<file path="config.mk">
export PLATFORM = sky130hd
export DESIGN_NAME = multi_digit_seg_counter
export DESIGN_NICKNAME = d
export VERILOG_FILES = /design/src/rtl/multi_digit_seg_counter.sv
export SDC_FILE = /design/constraint.sdc
export NUM_CORES = 1
export LEC_CHECK = 0
export CORE_ASPECT_RATIO = 1.4
export CORE_UTILIZATION = 39
export DETAILED_ROUTE_END_ITERATION = 10
export PLACE_DENSITY = 0.67
export SLEW_MARGIN = 20
export SYNTH_ARGS = -nofsm -noshare
export SYNTH_HDL_FRONTEND = slang
export SYNTH_SLANG_ARGS = --single-unit
</file>
<file path="constraint.sdc">
create_clock -name clk -period 2.35 [get_ports clk]
set_input_delay 0.47 -clock clk [delete_from_list [all_inputs] [get_ports clk]]
set_output_delay 0.47 -clock clk [all_outputs]
set_load 0.01 [all_outputs]
</file>
<file path="src/rtl/multi_digit_seg_counter.sv">
`default_nettype none
// ============================================================================
// multi_digit_seg_counter : prescaled up/down BCD counter with a scanned
//                           7-segment display driver.
// Revision 1.0
// ============================================================================
module multi_digit_seg_counter #(
  parameter int               DIGITS    = 4,
  parameter int               CNT_W     = 24,
  parameter logic [CNT_W-1:0] MAX_COUNT = 24'd10_000_000,
  parameter int               SCAN_DIV  = 1000
) (
  input  logic                clk,
  input  logic                reset,
  input  logic                en,
  input  logic                up_dn,
  input  logic                clear,
  input  logic [CNT_W-1:0]    compare_in,
  output logic [4*DIGITS-1:0] bcd_out,
  output logic [6:0]          segments,
  output logic [DIGITS-1:0]   digit_sel,
  output logic                tick,
  output logic                wrap
);

  localparam int                IDX_W       = (DIGITS > 1) ? $clog2(DIGITS) : 1;
  localparam int                SCAN_W      = (SCAN_DIV > 1) ? $clog2(SCAN_DIV) : 1;
  localparam logic [IDX_W-1:0]  C_LAST_IDX  = IDX_W'(DIGITS - 1);
  localparam logic [SCAN_W-1:0] C_LAST_SCAN = SCAN_W'(SCAN_DIV - 1);
  localparam logic [6:0]        C_SEG_ZERO  = 7'h3F;

  logic [CNT_W-1:0]             presc_q, presc_d;
  logic [DIGITS-1:0][3:0]       digit_q, digit_d;
  logic                         tick_q, tick_d;
  logic                         wrap_q, wrap_d;
  logic [SCAN_W-1:0]            scan_q, scan_d;
  logic [IDX_W-1:0]             idx_q, idx_d;
  logic [DIGITS-1:0]            sel_q, sel_d;
  logic [6:0]                   seg_q, seg_d;

  logic [CNT_W-1:0]             w_term;
  logic [DIGITS-1:0][3:0]       w_step;
  logic                         w_step_wrap;
  logic                         w_carry;
  logic [3:0]                   w_cur_digit;

  assign w_term = (compare_in == '0) ? MAX_COUNT : compare_in;

  // Ripple carry/borrow through the digits; a carry out of the top digit is a full wrap.
  always_comb begin
    w_step  = digit_q;
    w_carry = 1'b1;
    for (int i = 0; i < DIGITS; i++) begin
      if (w_carry) begin
        if (up_dn) begin
          if (digit_q[i] == 4'd9) begin
            w_step[i] = 4'd0;
          end else begin
            w_step[i] = digit_q[i] + 4'd1;
            w_carry   = 1'b0;
          end
        end else begin
          if (digit_q[i] == 4'd0) begin
            w_step[i] = 4'd9;
          end else begin
            w_step[i] = digit_q[i] - 4'd1;
            w_carry   = 1'b0;
          end
        end
      end
    end
    w_step_wrap = w_carry;
  end

  always_comb begin
    presc_d = presc_q;
    digit_d = digit_q;
    tick_d  = 1'b0;
    wrap_d  = 1'b0;
    if (clear) begin
      presc_d = '0;
      digit_d = '0;
    end else if (en) begin
      if (presc_q >= w_term) begin
        presc_d = '0;
        tick_d  = 1'b1;
        digit_d = w_step;
        wrap_d  = w_step_wrap;
      end else begin
        presc_d = presc_q + 1'b1;
      end
    end
  end

  assign w_cur_digit = digit_q[idx_q];

  // Scan runs free of en/clear; select and segments are registered together.
  always_comb begin
    scan_d = scan_q + 1'b1;
    idx_d  = idx_q;
    if (scan_q == C_LAST_SCAN) begin
      scan_d = '0;
      idx_d  = (idx_q == C_LAST_IDX) ? '0 : idx_q + 1'b1;
    end
    sel_d        = '0;
    sel_d[idx_q] = 1'b1;
    case (w_cur_digit)
      4'd0:    seg_d = 7'h3F;
      4'd1:    seg_d = 7'h06;
      4'd2:    seg_d = 7'h5B;
      4'd3:    seg_d = 7'h4F;
      4'd4:    seg_d = 7'h66;
      4'd5:    seg_d = 7'h6D;
      4'd6:    seg_d = 7'h7D;
      4'd7:    seg_d = 7'h07;
      4'd8:    seg_d = 7'h7F;
      4'd9:    seg_d = 7'h6F;
      default: seg_d = 7'h00;
    endcase
  end

  always_ff @(posedge clk or posedge reset) begin
    if (reset) begin
      presc_q <= '0;
      digit_q <= '0;
      tick_q  <= 1'b0;
      wrap_q  <= 1'b0;
      scan_q  <= '0;
      idx_q   <= '0;
      sel_q   <= DIGITS'(1);
      seg_q   <= C_SEG_ZERO;
    end else begin
      presc_q <= presc_d;
      digit_q <= digit_d;
      tick_q  <= tick_d;
      wrap_q  <= wrap_d;
      scan_q  <= scan_d;
      idx_q   <= idx_d;
      sel_q   <= sel_d;
      seg_q   <= seg_d;
    end
  end

  assign bcd_out   = digit_q;
  assign segments  = seg_q;
  assign digit_sel = sel_q;
  assign tick      = tick_q;
  assign wrap      = wrap_q;

endmodule
`default_nettype wire

</file>
[Word level (Yosys, flattened, before mapping)]
Memories as Yosys holds them, arrays and structs flattened. A register that Yosys moved wholly into a read port is not among the register bits.
Cells that the tools add are included.
Storage, ports and cells
  bits in registers: 58
  ROM bits: 112
  input port bits: 29
  memories: 1
Operators by class
  $add $sub $neg: 11
  $lt $le $gt $ge: 3
  equality and inequality tests: 6
  multiplexer cells: 49
  reductions and logical operators: 15
Memories
  (name not given): depth 16, bits a word 7, rd ports 1, clocked after Yosys merged registers in 1, wr ports 0, RTL line 107  | case (w_cur_digit)
Operator list (count)
  24-bit two-way mux: 4
  4-bit two-way mux: 16
  16-bit two-way mux: 3
  24-bit by 1-bit adder with 24-bit output (second input constant): 1
  24-bit >= comparator: 1
  24-bit zero test: 1
  1-bit two-way mux: 22
  4-bit by 1-bit adder with 4-bit output (second input constant): 4
  4-bit equality test (second input constant): 4
  4-bit zero test: 4
  4-bit by 1-bit subtractor with 4-bit output (second input constant): 4
  10-bit by 1-bit adder with 10-bit output (second input constant): 1
  10-bit equality test (second input constant): 1
  10-bit two-way mux: 1
  2-bit nonzero test: 5
  3-bit AND reduction: 3
  4-bit binary-select mux with 2-bit select: 1
  2-bit by 3-bit < comparator with 1-bit output (second input constant): 1
  2-bit by 1-bit adder with 2-bit output (second input constant): 1
  1-bit demux with 2-bit select: 1
  2-bit equality test (second input constant): 1
  2-bit by 1-bit >= comparator with 1-bit output (second input constant): 1
  2-bit two-way mux: 1
  2-bit AND reduction: 1
  1-bit logical AND: 1

[Logic depth before layout (Yosys ltp)]
Gate-level depths: netlist of the first run.
  depth in word-level cells: 9
  depth in mapped cells: 13

[Worst setup path before layout of the first run]
Ideal clock, no wire load.
  path kind: input to register
  start: in compare_in[18]
  end: reg digit_q (netlist bit bcd_out[6])
  library setup time: 0.125 ns
  data arrival time: 2.989 ns
  data required time: 2.225 ns
  path slack: -0.764 ns
  stages: 12
  path buffers: 0
  path through: nor4_1 > nand4_1 > nor2_1 > nor2_1 > ha_1 > nand4_1 > nor2_1 > a211oi_2 > o41ai_4 > o211ai_1 > nand2_1 > mux2_2
On the way
  word-level cells in the longest chain between the ends: 5
RTL lines
  start: declaration: RTL line 18  | input logic [CNT_W-1:0] compare_in,
  24-bit zero test: RTL line 47  | assign w_term = (compare_in == '0) ? MAX_COUNT : compare_in;
  24-bit two-way mux *: RTL line 47
  24-bit >= comparator *: RTL line 84  | if (presc_q >= w_term) begin
  2-bit nonzero test (no source line) *
  3-bit AND reduction (no source line) *
  end signal: assignment: RTL line 134  | digit_q <= digit_d;
  end: declaration: RTL line 33  | logic [DIGITS-1:0][3:0] digit_q, digit_d;
Mark *: on every way between the ends. The rest lies on a longest branch, timed or not.
A chain may end at the register's enable or synchronous reset.

[Worst setup path after layout of the first run]
  start: in compare_in[1]
  end: reg presc_q[10]
On the way
  word-level cells in the longest chain between the ends: 6
RTL lines
  24-bit zero test: RTL line 47
  24-bit two-way mux *: RTL line 47
  24-bit >= comparator *: RTL line 84
  24-bit two-way mux *: RTL line 84
  24-bit two-way mux *: RTL line 83  | end else if (en) begin
  24-bit two-way mux *: RTL line 80  | if (clear) begin
  end signal: assignment: RTL line 133  | presc_q <= presc_d;
  end: declaration: RTL line 32  | logic [CNT_W-1:0] presc_q, presc_d;
Mark *: on every way between the ends. The rest lies on a longest branch, timed or not. The select of a mux whose other input is x is not followed.

==> run_results.csv, run 1 <==
group,metric,value,unit
power_and_ir_drop,p_per_area,468,nW/um2
logic_synthesis,syn-cell-area,4430,um2
worst_setup_path,path_buf_inv,5,
die,fp.dieW,92.0,um
die,core_area,10900,um2
sta,worst_slack,-650,ps
clock_tree,clk_pin_slew,50,ps
logic_synthesis,syn_inst,499,
worst_setup_path,critPathLaunchType,"input pin",
logic_synthesis,synth_ff_type,"dfrtp_1",
status,status,"finished with violations",
sta,grt_setup_unrepaired,"yes",
place,dp_hpwl,7890,um
sta,fmax,0.333,GHz
final_layout,final_nets,689,
worst_setup_path,path_cells,"buf_6 > nor4_4 > nand4_1 > nor2_4 > buf_6 > buf_6 > nor2_4 > ha_4 > a21oi_4 > nor2_4 > a211oi_2 > o211ai_1 > buf_4 > o21ai_4 > nand2_4 > clkbuf_16 > nor2_4",
run,drv_cap,0,
place,portBuffers,57,
routing,vias,4031,
hold_path,hp-start,"scan_q[0]$_DFF_PP0_",
routing,ant_nets,0,
sta,drv_slew,0,
logic_synthesis,yosysMostFrequentCell,"nor2_1",
logic_synthesis,synth.yosys.seq_area_share,0.370,
clock_tree,cts_max_level,3,
final_layout,n_antenna_cell,0,
status,violations,"negative setup slack",
worst_setup_path,setup.worst_path.end_class,"flop",
sta,slew_headroom,0.727,
global_route,grt_pass1_wl,17900,um
routing,via_per_inst,5.32,
routing,dr.pass1.iters,4,
worst_setup_path,critPathMaxFanout,6,
logic_synthesis,avgSynthCellArea,8.87,um2
final_layout,syn2layout_area_growth,44.6,%
worst_setup_path,critical_path.top_delay_family,"simple AND/OR/NAND/NOR gates",
global_route,grt_usage,0.190,
worst_setup_path,cpMostUsedCell,"nor2_4",
logic_synthesis,synthArstFlopShare,1.00,
logic_synthesis,synthTopCellsByArea,"dfrtp_1 (33%), ha_1 (14%), nor2_1 (6.2%)",
logic_synthesis,synth_seq_cells,65,
worst_setup_path,crit_path_start,"compare_in[1]",
clock_tree,cts_hold_buf,0,
sta,finClkSkew,6.57,ps
final_layout,register_area,1640,um2
routing,drt_iter0_drc,123,
worst_setup_path,rr_startpoint,"presc_q[2]$_DFFE_PP0P_",
global_route,grt_max_degree,66,
sta,setup_viol,42,
routing,route.final.wire_length,11600,um
power_and_ir_drop,p_leak,2.75,nW
final_layout,multi_input_area,3020,um2
die,start_util,0.405,
logic_synthesis,synthTopCellsByCount,"nor2_1 (73), dfrtp_1 (58), ha_1 (48), nand2_1 (42), inv_1 (37)",
power_and_ir_drop,power,3.00,mW
routing,post_drt_wl_per_cell,15.3,um
clock_tree,cts-buffers-inserted,9,
final_layout,postLayoutCoreUtil,0.586,
worst_setup_path,crit_type,"in -> reg",
logic_synthesis,yosysTopAreaCell,"dfrtp_1",
final_layout,layoutNonFillerInstCount,758,
logic_synthesis,synth_top_area_share,0.328,
sta,post-route-min-period,3000,ps
clock_tree,clockRootBuffer,"clkbuf_16",
power_and_ir_drop,irDropWorstVdd,307,uV
die,die_h,128,um
sta,finalHoldViolCount,0,
global_route,grt_pass1_vias,3926,
die,placementRows,45,
place,gp_congestion,0.879,
die,ios,58,
logic_synthesis,synth-edff-count,0,
logic_synthesis,synthesis.nets,576,
worst_setup_path,cp.required,2610,ps
final_layout,fillers,914,
clock_tree,cts_tree,"built",
sta,tightest_slew,410,ps
hold_path,hold_path.class,"reg -> reg",
logic_synthesis,synth.distinct_cells,57,
worst_setup_path,worstPathArrival,3260,ps
sta,fin_setup_tns,-23810,ps
clock_tree,clock-sinks,65,
routing,drc_errors,0,
worst_setup_path,critical_path.max_stage_delay,310,ps
global_route,overflow,0,
global_route,antenna_found_initial,0,
worst_setup_path,slowest_stage,"nor4_4",
final_layout,drive_gt1_frac,0.284,
clock_tree,cts_buffer_depth,2,
clock_tree,clock_latency,330,ps
die,dieArea,11800,um2
place,dp.cells,727,
place,place_ws,-1310,ps
logic_synthesis,synth_warnings,0,
sta,period_share,1.28,
-- cells by family (layout without fill, tap and decap cells) --
| group | Yosys count | count (layout) | synth area share |
|---|---|---|---|
| AO/OA/AOI/OAI | 100 | 100 | 0.150 |
| AND/OR/NAND/NOR | 193 | 193 | 0.206 |
| flip-flops | 65 | 65 | 0.370 |
| multiplexers | 8 | 8 | 0.0297 |
| adder cells (fa/ha/maj) | 48 | 48 | 0.136 |
| XOR/XNOR | 29 | 29 | 0.0574 |
| buffers and inverters | 56 | 174 | 0.0515 |
-- final cells by class --
| cell class | instances | share of cell area |
|---|---|---|
| sequential | 65 | 0.256 |
| inverter | 38 | 0.0223 |
| clock inverter | 6 | 0.0180 |
| multi-input combinational | 378 | 0.471 |
| timing repair buffer | 120 | 0.170 |
| tap | 141 | 0.0276 |
| clock buffer | 10 | 0.0358 |
-- stage by stage --
step / hold slack (ps) / area (um2)
final: 458 / 6400
after global routing: 494 / 6400
after CTS: 458 / 5990
after detailed placement: 454 / 5540
after global placement: 456 / 5540
after floorplan: 433 / 4510
-- final timing paths --
kind / endpoint / slack (ps) / cells after the start
min reg2reg: scan_q[0]$_DFF_PP0_ / 460 / 1
max reg2reg: bcd_out[6]$_DFFE_PP0P_ / -160 / 9
min: scan_q[0]$_DFF_PP0_ / 460 / 1
max in group asynchronous: digit_sel[0]$_DFF_PP1_ / 1510 / 3
min in group asynchronous: presc_q[18]$_DFFE_PP0P_ / 520 / 3
max: presc_q[10]$_DFFE_PP0P_ / -650 / 17
-- routing by layer --
layer  global-route usage  up-vias  part of all wire  wire, um
met2                0.350       93              0.53      6140
met4               0.0855        0             0.031       363
li1                     -     1976                 -         -
met3               0.0297       25             0.041       471
met1                0.212     1937              0.40      4580
met5                    0        -                 0         0
-- power breakdown --
group,total [mW],internal (mW),switching [mW]
clock,1.54,1.04,0.498
combinational,0.311,0.146,0.165
sequential,1.15,1.13,0.0175
total,3.00,2.32,0.681
-- state kept, by name, summed over array words and instances, names as in the netlist --
signal and flops:
tick 1, bcd_out 16, wrap 1, scan_q 10, idx_q 2, digit_sel 4
segments 7, presc_q 24
-- repair_timing --
item / 4_1_cts / 5_1_grt
cloned: 0 / 3
endpoints found under the setup margin: 42 / 42
pin swaps: 35 / 36
resized for setup: 89 / 79
buffers inserted: 6 / 7
-- cells in the final DEF (no fill, tap or decap), types with 5 or more instances in the layout --
cell type,synthesis,final
xor2_1,14,14
nand4_1,10,10
xnor2_1,15,15
clkbuf_16,0,11
a21oi_2,0,6
o21ai_0,23,17
buf_4,0,50
dfrtp_1,58,58
dfstp_2,7,7
a211oi_1,6,5
nand2_1,42,37
nor2_4,0,20
a21oi_1,30,23
nor2_2,0,8
clkdlybuf4s50_1,0,33
buf_2,6,8
nand2b_1,6,6
nand3_1,20,15
nor2_1,73,45
inv_1,37,36
nor2b_1,8,8
ha_1,48,46
o211ai_1,6,6
buf_6,0,11
dlygate4sd2_1,0,6
and3_1,5,5
No activity file was read; power rests on OpenSTA's default activity.
==> run 2, diff against run 1 <==
--- a/config.mk
+++ b/config.mk
@@ -9,6 +9,7 @@
 export CORE_UTILIZATION = 39
 export DETAILED_ROUTE_END_ITERATION = 10
 export PLACE_DENSITY = 0.67
+export SKIP_CTS_REPAIR_TIMING = 1
 export SLEW_MARGIN = 20
 export SYNTH_ARGS = -nofsm -noshare
 export SYNTH_HDL_FRONTEND = slang
==> run_results.csv, run 2 (synthesis results as in run 1) <==
group,metric,value,unit
status,status,"finished with violations",
status,violations,"negative setup slack",
global_route,grt_usage,0.188,
worst_setup_path,rr_startpoint,"presc_q[5]$_DFFE_PP0P_",
final_layout,final_area,6390,um2
worst_setup_path,critical_path.max_stage_delay,350,ps
routing,wl_met1,4670,um
die,start_util,0.405,
worst_setup_path,critPathLaunchType,"input pin",
sta,post-route-min-period,3080,ps
die,die_h,128,um
worst_setup_path,slowest_stage,"o41ai_4",
global_route,grt_max_degree,66,
worst_setup_path,crit_type,"in -> reg",
place,placed_area,5540,um2
routing,wl_met2,6140,um
power_and_ir_drop,p_leak,2.87,nW
hold_path,hold_path.class,"reg -> reg",
global_route,grt_pass1_wl,17700,um
worst_setup_path,r2r_cells,9,
routing,post_drt_wl_per_cell,15.2,um
routing,route.final.wire_length,11500,um
sta,grt_setup_unrepaired,"yes",
worst_setup_path,cp.required,2550,ps
final_layout,drive_gt1_frac,0.259,
place,gp_congestion,0.879,
place,dp.cells,727,
worst_setup_path,rrSetupSlack,-150,ps
worst_setup_path,crit_cells,15,
clock_tree,cts-buffers-inserted,9,
sta,finClkSkew,6.23,ps
clock_tree,clk_pin_slew,50,ps
worst_setup_path,reg2reg_to,"bcd_out[6]$_DFFE_PP0P_",
final_layout,top_register,"presc_q",
clock_tree,cts_max_level,3,
routing,ant_nets,0,
place,place_ws,-1310,ps
sta,period_share,1.31,
sta,drv_slew,0,
final_layout,postLayoutCoreUtil,0.585,
worst_setup_path,setup.worst_path.end_class,"flop",
final_layout,final_nets,685,
routing,highest_layer,"met4",
power_and_ir_drop,irDropWorstVdd,306,uV
place,dp_hpwl,7890,um
final_layout,syn2layout_area_growth,44.4,%
final_layout,largest_register_ffs,24,
final_layout,final_cell_mix,"dfrtp_1 (58), ha_1 (47), buf_4 (47)",
sta,slew_headroom,0.727,
die,fp.dieW,92.0,um
worst_setup_path,crit_path_start,"compare_in[18]",
clock_tree,clockRootBuffer,"clkbuf_16",
sta,worst_slack,-729,ps
clock_tree,clock-sinks,65,
routing,drc_errors,0,
worst_setup_path,worstPathArrival,3280,ps
routing,drt_iter0_drc,123,
worst_setup_path,crit_path_end,"bcd_out[4]$_DFFE_PP0P_",
routing,via_per_inst,5.32,
power_and_ir_drop,p_per_area,469,nW/um2
run,drv_cap,0,
sta,tightest_slew,410,ps
global_route,antenna_found_initial,0,
routing,vias,4010,
worst_setup_path,path_buf_inv,4,
place,portBuffers,57,
final_layout,layoutNonFillerInstCount,754,
worst_setup_path,path_cells,"dlymetal6s2s_1 > nor4_4 > nand4_1 > nor2_4 > buf_12 > nor2_4 > ha_1 > and4_4 > nand3_4 > o41ai_4 > buf_4 > o211ai_1 > buf_4 > o211ai_1 > o31ai_1",
sta,fin_setup_tns,-25240,ps
die,ios,58,
routing,wl_met3,376,um
global_route,grt_pass1_vias,3883,
final_layout,n_antenna_cell,0,
worst_setup_path,critical_path.top_delay_family,"simple AND/OR/NAND/NOR gates",
clock_tree,clock_latency,330,ps
die,core_area,10900,um2
sta,finalHoldViolCount,0,
sta,fmax,0.325,GHz
sta,setup_viol,42,
global_route,overflow,0,
routing,dr.pass1.iters,4,
die,dieArea,11800,um2
worst_setup_path,critPathMaxFanout,4,
clock_tree,cts_tree,"built",
die,placementRows,45,
final_layout,layout_commonest_cell,"dfrtp_1",
clock_tree,cts_buffer_depth,2,
==> run 2: cell types whose count changed in the layout (fill, tap and decap cells not counted), moves of 2 or more <==
cell	before	now
buf_6	11	8
clkdlybuf4s15_2	2	0
buf_4	50	47
dlygate4sd2_1	6	0
nor2_1	45	43
nand2_4	3	1
buf_2	8	0
o21ai_0	17	19
clkbuf_2	2	5
clkdlybuf4s15_1	4	0
dlymetal6s2s_1	0	17
==> run 2: per-layer routing <==
metal | vias to the layer above | track usage
li1 | 1964 | -
met4 | 0 | 0.0846
met5 | - | 0
met3 | 22 | 0.0297
met1 | 1938 | 0.211
met2 | 86 | 0.346
==> run 2: per-stage QoR <==
stage	power (mW)	hold WS [ps]
after global routing	3.10	494
after floorplan	1.30	433
after global placement	1.43	456
after CTS	2.98	458
final	3.00	459
after detailed placement	1.44	454
==> run 2: how the worst min path moves through the flow <==
stage | slack (ps) | startpoint | cells after the start | to
2_1_floorplan | 430 | scan_q[0]$_DFF_PP0_ | 1 | scan_q[0]$_DFF_PP0_
3_3_place_gp | 460 | scan_q[0]$_DFF_PP0_ | 1 | scan_q[0]$_DFF_PP0_
3_5_place_dp | 450 | scan_q[0]$_DFF_PP0_ | 1 | scan_q[0]$_DFF_PP0_
4_1_cts | 460 | scan_q[0]$_DFF_PP0_ | 1 | scan_q[0]$_DFF_PP0_
5_1_grt | 490 | scan_q[0]$_DFF_PP0_ | 1 | scan_q[0]$_DFF_PP0_
6_report | 460 | scan_q[0]$_DFF_PP0_ | 1 | scan_q[0]$_DFF_PP0_
==> run 2: report_power, final <==
| part | switching (mW) | total, mW | internal, mW |
|---|---|---|---|
| clock | 0.495 | 1.54 | 1.04 |
| sequential | 0.0177 | 1.15 | 1.13 |
| combinational | 0.164 | 0.314 | 0.150 |
==> run 2: area by class of cell <==
cell class / count / area (um2)
inverter: 38 / 143
sequential: 65 / 1640
clock inverter: 6 / 115
fill: 927 / 4530
multi-input combinational: 378 / 2960
timing repair buffer: 116 / 1140
clock buffer: 10 / 229
tap: 141 / 176
==> run 3, diff against run 2 <==
--- a/config.mk
+++ b/config.mk
@@ -8,6 +8,7 @@
 export CORE_ASPECT_RATIO = 1.4
 export CORE_UTILIZATION = 39
 export DETAILED_ROUTE_END_ITERATION = 10
+export HOLD_SLACK_MARGIN = 0.12
 export PLACE_DENSITY = 0.67
 export SKIP_CTS_REPAIR_TIMING = 1
 export SLEW_MARGIN = 20
==> results of run 3 <==
The final DEF is identical to that of run 2; final timing and power are the same.
